==> src/rtl/dshot_pkg.sv <==
// Shared DShot definitions for the receive decoder and the transmit-side divider.
// Holds the baud-to-cycle lookup, frame layout and the receiver state encoding.
package dshot_pkg;

  // System clock feeding both the transmitter divider and the receiver counters
  localparam int unsigned SYS_CLK_HZ = 12_000_000;

  // Frame layout: throttle [15:5], telemetry [4], crc [3:0]
  localparam int unsigned FRAME_BITS = 16;
  localparam int unsigned THR_MSB    = 15;
  localparam int unsigned THR_LSB    = 5;
  localparam int unsigned TEL_BIT    = 4;
  localparam int unsigned CRC_MSB    = 3;
  localparam int unsigned CRC_LSB    = 0;
  localparam int unsigned CRC_DATA_W = 12;

  // Receiver states: waiting for a frame, measuring a bit high time, measuring the low gap
  typedef enum logic [1:0] {
    StIdle = 2'd0,
    StHigh = 2'd1,
    StLow  = 2'd2
  } dshot_state_e;

  // clk_in cycles per DShot bit; unsupported rates fall back to DShot150
  function automatic int unsigned baud_to_cycles(input int unsigned baud);
    int unsigned cycles;
    case (baud)
      600000:  cycles = SYS_CLK_HZ / 600000;
      300000:  cycles = SYS_CLK_HZ / 300000;
      default: cycles = SYS_CLK_HZ / 150000;
    endcase
    return cycles;
  endfunction

endpackage

==> src/rtl/dshot_crc4.sv <==
// Combinational DShot 4-bit checksum of the 12-bit throttle+telemetry word.
// Shared with the transmit path so both sides agree on the nibble XOR.
module dshot_crc4
  import dshot_pkg::*;
(
  input  logic [CRC_DATA_W-1:0] i_data,
  output logic [3:0]            o_crc
);

  // XOR of the three nibbles equals (v ^ v>>4 ^ v>>8) & 4'hF
  always_comb begin
    o_crc = i_data[3:0] ^ i_data[7:4] ^ i_data[11:8];
  end

endmodule

==> src/rtl/dshot_rx_decoder.sv <==
// DShot receive decoder: measures each bit's high time on a synchronized line,
// assembles 16-bit frames MSB-first, checks the CRC and strobes the result.
// Optional build macro DSHOT_BIDIR_EN selects bidirectional DShot (inverted line,
// inverted checksum); the default build is normal polarity.
module dshot_rx_decoder
  import dshot_pkg::*;
#(
  parameter int unsigned BAUD = 150000
) (
  input  logic        clk_in,
  input  logic        reset,
  input  logic        enable,
  input  logic        dshot_in,
  output logic [10:0] throttle_out,
  output logic        telemetry_out,
  output logic        frame_valid,
  output logic        crc_error,
  output logic        frame_abort,
  output logic        busy
);

  localparam int unsigned BIT_CYCLES = baud_to_cycles(BAUD);
  localparam int unsigned THRESH     = BIT_CYCLES >> 1;
  localparam int unsigned MIN_HIGH   = BIT_CYCLES >> 3;
  localparam int unsigned GAP_CYCLES = 2 * BIT_CYCLES;
  localparam int unsigned CNT_W      = $clog2(GAP_CYCLES + 1);

  localparam logic [CNT_W-1:0] CntBit    = CNT_W'(BIT_CYCLES);
  localparam logic [CNT_W-1:0] CntThresh = CNT_W'(THRESH);
  localparam logic [CNT_W-1:0] CntMin    = CNT_W'(MIN_HIGH);
  localparam logic [CNT_W-1:0] CntGap    = CNT_W'(GAP_CYCLES);
  localparam logic [CNT_W-1:0] CntMax    = '1;
  localparam logic [4:0]       LastBit   = 5'(FRAME_BITS - 1);

`ifdef DSHOT_BIDIR_EN
  // Bidirectional lines idle high; start the synchronizer there to avoid a false edge
  localparam logic LineIdle = 1'b1;
`else
  localparam logic LineIdle = 1'b0;
`endif

  logic                  r_sync1, r_sync2;
  logic                  w_line;
  logic                  r_line_q;
  logic                  r_rise, r_fall;

  dshot_state_e          r_state, w_state_nxt;
  logic [CNT_W-1:0]      r_cnt, w_cnt_nxt, w_cnt_inc;
  logic [4:0]            r_bit_cnt, w_bit_cnt_nxt;
  logic [FRAME_BITS-1:0] r_shift, w_shift_nxt;
  logic                  w_eof, w_abort;

  logic [3:0]            w_crc_calc, w_crc_exp;
  logic                  w_crc_ok;

  logic [10:0]           r_throttle;
  logic                  r_telemetry;
  logic                  r_valid, r_crc_err, r_abort;

  // Two-flop synchronizer on the asynchronous DShot line
  always_ff @(posedge clk_in) begin
    if (reset) begin
      r_sync1 <= LineIdle;
      r_sync2 <= LineIdle;
    end else begin
      r_sync1 <= dshot_in;
      r_sync2 <= r_sync1;
    end
  end

`ifdef DSHOT_BIDIR_EN
  assign w_line = ~r_sync2;
`else
  assign w_line = r_sync2;
`endif

  // Registered edge detector; rise and fall share the pipeline so high times are exact
  always_ff @(posedge clk_in) begin
    if (reset) begin
      r_line_q <= 1'b0;
      r_rise   <= 1'b0;
      r_fall   <= 1'b0;
    end else begin
      r_line_q <= w_line;
      r_rise   <= w_line & ~r_line_q;
      r_fall   <= ~w_line & r_line_q;
    end
  end

  // Saturating increment; the value counts the current cycle, so it is the elapsed length
  assign w_cnt_inc = (r_cnt == CntMax) ? r_cnt : r_cnt + 1'b1;

  // Checksum of the frame as it will look after this cycle's shift
  dshot_crc4 u_crc (
    .i_data (w_shift_nxt[THR_MSB:TEL_BIT]),
    .o_crc  (w_crc_calc)
  );

`ifdef DSHOT_BIDIR_EN
  assign w_crc_exp = ~w_crc_calc;
`else
  assign w_crc_exp = w_crc_calc;
`endif

  assign w_crc_ok = (w_crc_exp == w_shift_nxt[CRC_MSB:CRC_LSB]);

  // Next-state logic: bit timing, frame assembly and abort detection
  always_comb begin
    w_state_nxt   = r_state;
    w_cnt_nxt     = r_cnt;
    w_bit_cnt_nxt = r_bit_cnt;
    w_shift_nxt   = r_shift;
    w_eof         = 1'b0;
    w_abort       = 1'b0;
    unique case (r_state)
      StIdle: begin
        w_cnt_nxt = '0;
        if (r_rise) begin
          w_state_nxt   = StHigh;
          w_bit_cnt_nxt = '0;
        end
      end
      StHigh: begin
        w_cnt_nxt = w_cnt_inc;
        if (w_cnt_inc >= CntBit) begin
          // Stuck high: wins even if the falling edge lands on the same cycle
          w_abort     = 1'b1;
          w_state_nxt = StIdle;
          w_cnt_nxt   = '0;
        end else if (r_fall) begin
          w_cnt_nxt = '0;
          if (w_cnt_inc < CntMin) begin
            w_abort     = 1'b1;
            w_state_nxt = StIdle;
          end else begin
            w_shift_nxt   = {r_shift[FRAME_BITS-2:0], (w_cnt_inc >= CntThresh)};
            w_bit_cnt_nxt = r_bit_cnt + 1'b1;
            if (r_bit_cnt == LastBit) begin
              w_eof       = 1'b1;
              w_state_nxt = StIdle;
            end else begin
              w_state_nxt = StLow;
            end
          end
        end
      end
      StLow: begin
        w_cnt_nxt = w_cnt_inc;
        if (r_rise) begin
          w_state_nxt = StHigh;
          w_cnt_nxt   = '0;
        end else if (w_cnt_inc >= CntGap) begin
          w_abort     = 1'b1;
          w_state_nxt = StIdle;
          w_cnt_nxt   = '0;
        end
      end
      default: begin
        w_state_nxt = StIdle;
        w_cnt_nxt   = '0;
      end
    endcase
  end

  // State, counters and shift register; enable low parks the decoder in idle
  always_ff @(posedge clk_in) begin
    if (reset) begin
      r_state   <= StIdle;
      r_cnt     <= '0;
      r_bit_cnt <= '0;
      r_shift   <= '0;
    end else if (!enable) begin
      r_state   <= StIdle;
      r_cnt     <= '0;
      r_bit_cnt <= '0;
    end else begin
      r_state   <= w_state_nxt;
      r_cnt     <= w_cnt_nxt;
      r_bit_cnt <= w_bit_cnt_nxt;
      r_shift   <= w_shift_nxt;
    end
  end

  // Result registers and one-cycle strobes; only one strobe source can fire per cycle
  always_ff @(posedge clk_in) begin
    if (reset) begin
      r_throttle  <= '0;
      r_telemetry <= 1'b0;
      r_valid     <= 1'b0;
      r_crc_err   <= 1'b0;
      r_abort     <= 1'b0;
    end else if (!enable) begin
      r_valid     <= 1'b0;
      r_crc_err   <= 1'b0;
      r_abort     <= 1'b0;
    end else begin
      r_valid   <= w_eof & w_crc_ok;
      r_crc_err <= w_eof & ~w_crc_ok;
      r_abort   <= w_abort;
      if (w_eof && w_crc_ok) begin
        r_throttle  <= w_shift_nxt[THR_MSB:THR_LSB];
        r_telemetry <= w_shift_nxt[TEL_BIT];
      end
    end
  end

  assign throttle_out  = r_throttle;
  assign telemetry_out = r_telemetry;
  assign frame_valid   = r_valid;
  assign crc_error     = r_crc_err;
  assign frame_abort   = r_abort;
  assign busy          = (r_state != StIdle);

endmodule

==> config.mk <==
export PLATFORM = sky130hd
export DESIGN_NAME = dshot_rx_decoder
export DESIGN_NICKNAME = d
export VERILOG_FILES = /design/src/rtl/dshot_pkg.sv /design/src/rtl/dshot_crc4.sv /design/src/rtl/dshot_rx_decoder.sv
export SDC_FILE = /design/constraint.sdc
export NUM_CORES = 1
export LEC_CHECK = 0
export CAP_MARGIN = 20
export CORE_UTILIZATION = 52
export CTS_BUF_LIST = sky130_fd_sc_hd__clkbuf_16
export DETAILED_ROUTE_END_ITERATION = 8
export GPL_ROUTABILITY_DRIVEN = 1
export PLACE_DENSITY_LB_ADDON = 0.3
export REMOVE_ABC_BUFFERS = 1
export SLEW_MARGIN = 5
export SYNTH_ARGS = -nofsm -noshare
export SYNTH_HDL_FRONTEND = slang
export SYNTH_HIERARCHICAL = 1
export SYNTH_SLANG_ARGS = --single-unit
==> constraint.sdc <==
create_clock -name clk_in -period 3.6 [get_ports clk_in]
set_input_delay 0.54 -clock clk_in [delete_from_list [all_inputs] [get_ports clk_in]]
set_output_delay 0.54 -clock clk_in [all_outputs]
set_load 0.02 [all_outputs]
==> flow_metrics.tcl <==
set metrics [dict create \
    clock_skew_ns 0.006878 \
    dp_hpwl_mm 3.470 \
    root_buffer "clkbuf_16" \
    dp_worst_setup_slack_ns -0.03474 \
    cp_data_required_time_ns 3.82 \
    final_cell_mix "dfxtp_1 (47), nor2_1 (40), nand2b_1 (27)" \
    regArea_sq_um 1028 \
    io_buffers 19 \
    synth_edf_count 0 \
    yosys_register_bits 51 \
    tightest_slew_ns 0.4450 \
    syn_area_sq_um 2686 \
    async_reset_ff_share_pct 0 \
    fp.dieH_um 73.88 \
    cts_tree "built" \
    drcViolationCount 0 \
    grt_max_degree 48 \
    yosysWarnings 6 \
    rrSetupSlack_ns 0.006 \
    drt_iter0_markers 97 \
    drv_slew 0 \
    synth_cells 292 \
    relSlewSlack_pct 70.33 \
    clock_path_buffers 2 \
    r2r-start "r_cnt[0]" \
    multiInputGateArea_sq_um 1634 \
    cpMaxStageDelayCell "nor4b_4" \
    syn_to_final_growth_pct 25.06 \
    grt-ovfl-total 0 \
    clkSinkCount 51 \
    place.gp.congestion 0.9272 \
    p_leak_nw 1.285 \
    grt_pass1_wl_mm 8.245 \
    hold_start "r_line_q" \
    cts_buffers 5 \
    max_clock_freq_mhz 278.2 \
    cts-htree-levels 2 \
    final_antenna_net_count 0 \
    path_clk_slew_ns 0.06 \
    routed_via_density 5.487 \
    period_needed_ns 3.594 \
    boundaryPins 20 \
    clk_latency_ns 0.29 \
    hold_viol 0 \
    ys_types 52 \
    critPathMaxFanout 8 \
    rsz0062_at_grt "true" \
    diodes 0 \
    avgRoutedWirePerCell_um 14.48 \
    start_util_pct 55.41 \
    finalCritPeriodShare_pct 99.84 \
    hold_depth 1 \
    totalWireLength_mm 5.707 \
    final_common_cell "dfxtp_1" \
    coreArea_sq_um 4848 \
    powerDensity_nw_per_um2 358.4 \
    cp-end-kind "register" \
    min_path_type "register to register" \
    vdd_ir_drop_max_mv 0.2408 \
    fillers 372 \
    fin_nets 338 \
    tns_ns 0 \
    antenna_found_initial 0 \
    maxCapViolations 0 \
    final_area_sq_um 3359 \
    die_w_um 73.88 \
    min_to "r_rise" \
    criticalPathCategory "register to register" \
    dpl_cell_area_sq_um 2995 \
    setup_violations 0 \
    r2r_cells 16 \
    fin_ws_ns 0.005747 \
    drtPass1Iterations 4 \
    status "finished clean" \
    track_usage_pct 19.99 \
    r2r_end "throttle_out[9]" \
    rows 25 \
    synth.avg_cell_area_sq_um 9.200 \
    vias 2162 \
    drive_gt1_share_pct 19.57 \
    die_area_sq_um 5458 \
    grt_pass1_vias 1887 \
    cp.arrival_ns 3.82 \
    setup.worst_path.start_class "register" \
    max_stage_delay_ns 0.38 \
    cp_cell_sequence "ha_4, a31oi_1, a21oi_2, o221ai_2, and4_4, and2_4, buf_12, buf_8, buf_4, mux2_1, xor3_1, xnor2_2, nand3_2, nor4b_4, clkbuf_16, mux2i_1" \
    ys_seq_area_share_pct 38.01 \
    synthFlopType "dfxtp_1" \
]
state kept, by name, indices dropped and copies added, names as in the netlist:
signal         flops
r_rise             1
r_state            2
frame_abort        1
r_sync1            1
throttle_out      11
r_shift           16
r_cnt              8
frame_valid        1
r_line_q           1
r_bit_cnt          5
r_sync2            1
crc_error          1
telemetry_out      1
r_fall             1
how the worst max path moves through the flow:
stage	cells past startpoint	slack, ns	endpoint	startpoint
detailed placement	14	-0.03	throttle_out[7]	r_cnt[0]
global route	16	-0.14	throttle_out[3]	r_cnt[0]
finish	16	0.006	throttle_out[9]	r_cnt[0]
global placement	14	0.07	throttle_out[0]	r_cnt[1]
CTS	14	0.03	throttle_out[7]	r_cnt[0]
floorplan	12	-0.42	telemetry_out	r_cnt[0]
what timing repair did:
action,in CTS,in global routing
hold buffers,0,0
setup buffers,0,10
gates resized for setup,1,27
endpoints found under the setup margin,11,13
gates cloned,0,1
pin swaps,0,12
power by group:
group | total [mW] | internal [mW] | switching [mW]
clock network | 0.516 | 0.321 | 0.194
registers | 0.584 | 0.574 | 0.00975
logic | 0.105 | 0.0534 | 0.0512
total | 1.20 | 0.949 | 0.255
worst max-delay path: cells and delay by family, from the launching register on:
kind                     cells  cell delay (ns)
adder cells (fa/ha/maj)      1             0.18
AND/OR/NAND/NOR              4             0.91
buffers and inverters        4             0.59
multiplexers                 2             0.52
flip-flops                   1             0.35
XOR/XNOR                     2             0.45
AO/OA/AOI/OAI                3             0.54
cells in the mapped netlist, drive strengths merged, types with 2 or more instances:
| cell type | number | share of area, % |
|---|---|---|
| nand4 | 4 | 1.5 |
| nand3 | 7 | 1.8 |
| o21a | 12 | 3.4 |
| ha | 7 | 3.3 |
| nor2 | 40 | 5.6 |
| and4 | 4 | 1.4 |
| nor2b | 7 | 1.6 |
| buf | 8 | 2.2 |
| and3 | 3 | 0.70 |
| xor3 | 4 | 3.5 |
| clkbuf | 7 | 1.0 |
| nor3 | 2 | 0.37 |
| inv | 6 | 0.84 |
| o211ai | 2 | 0.56 |
| mux2 | 12 | 5.0 |
| nand2 | 18 | 2.5 |
| nor4 | 2 | 0.47 |
| dfxtp | 51 | 38 |
| a21oi | 14 | 2.6 |
| a31oi | 4 | 0.93 |
| or3 | 3 | 0.70 |
| a211oi | 2 | 0.56 |
| xnor2 | 4 | 1.3 |
| mux2i | 16 | 6.4 |
| nand2b | 27 | 6.3 |
| o21ai | 11 | 2.2 |
cells by family after synthesis:
logic type / after synthesis / synth area share (%)
muxes: 28 / 11.46
AOI/OAI and AO/OA: 54 / 13.13
xor gates and xnor gates: 9 / 5.170
DFF: 51 / 38.01
buffers and inverters: 21 / 4.098
and+or+nand+nor: 122 / 24.87
adders and majority gates: 7 / 3.260
metal layers:
layer,share of wire (%),vias to the layer above,track usage [%]
met1,44,1015,23.83
met3,3.2,10,4.115
li1,-,1092,-
met5,0,-,0
met2,51,45,34.76
met4,2.0,0,8.333
final cells by class:
class | instances | area share [%]
Multi-Input combinational cell | 220 | 48.64
Sequential cell | 51 | 30.61
Timing Repair Buffer | 43 | 12.85
Clock buffer | 5 | 3.724
Tap cell | 67 | 2.495
Clock inverter | 2 | 1.006
Inverter | 6 | 0.6704
metrics by stage:
step | total power, mW | utilization [%] | hold slack (ns) | cells
after floorplan | 0.6601 | - | 0.3835 | 277
after global placement | 0.6841 | 61.78 | 0.3925 | 376
after detailed placement | 0.6858 | 61.78 | 0.4044 | 376
after CTS | 1.202 | 65.19 | 0.4106 | 383
after global routing | 1.249 | 69.29 | 0.4180 | 394
final | 1.204 | 69.29 | 0.4068 | 394
Note: power is estimated with default switching activity, not from simulation.
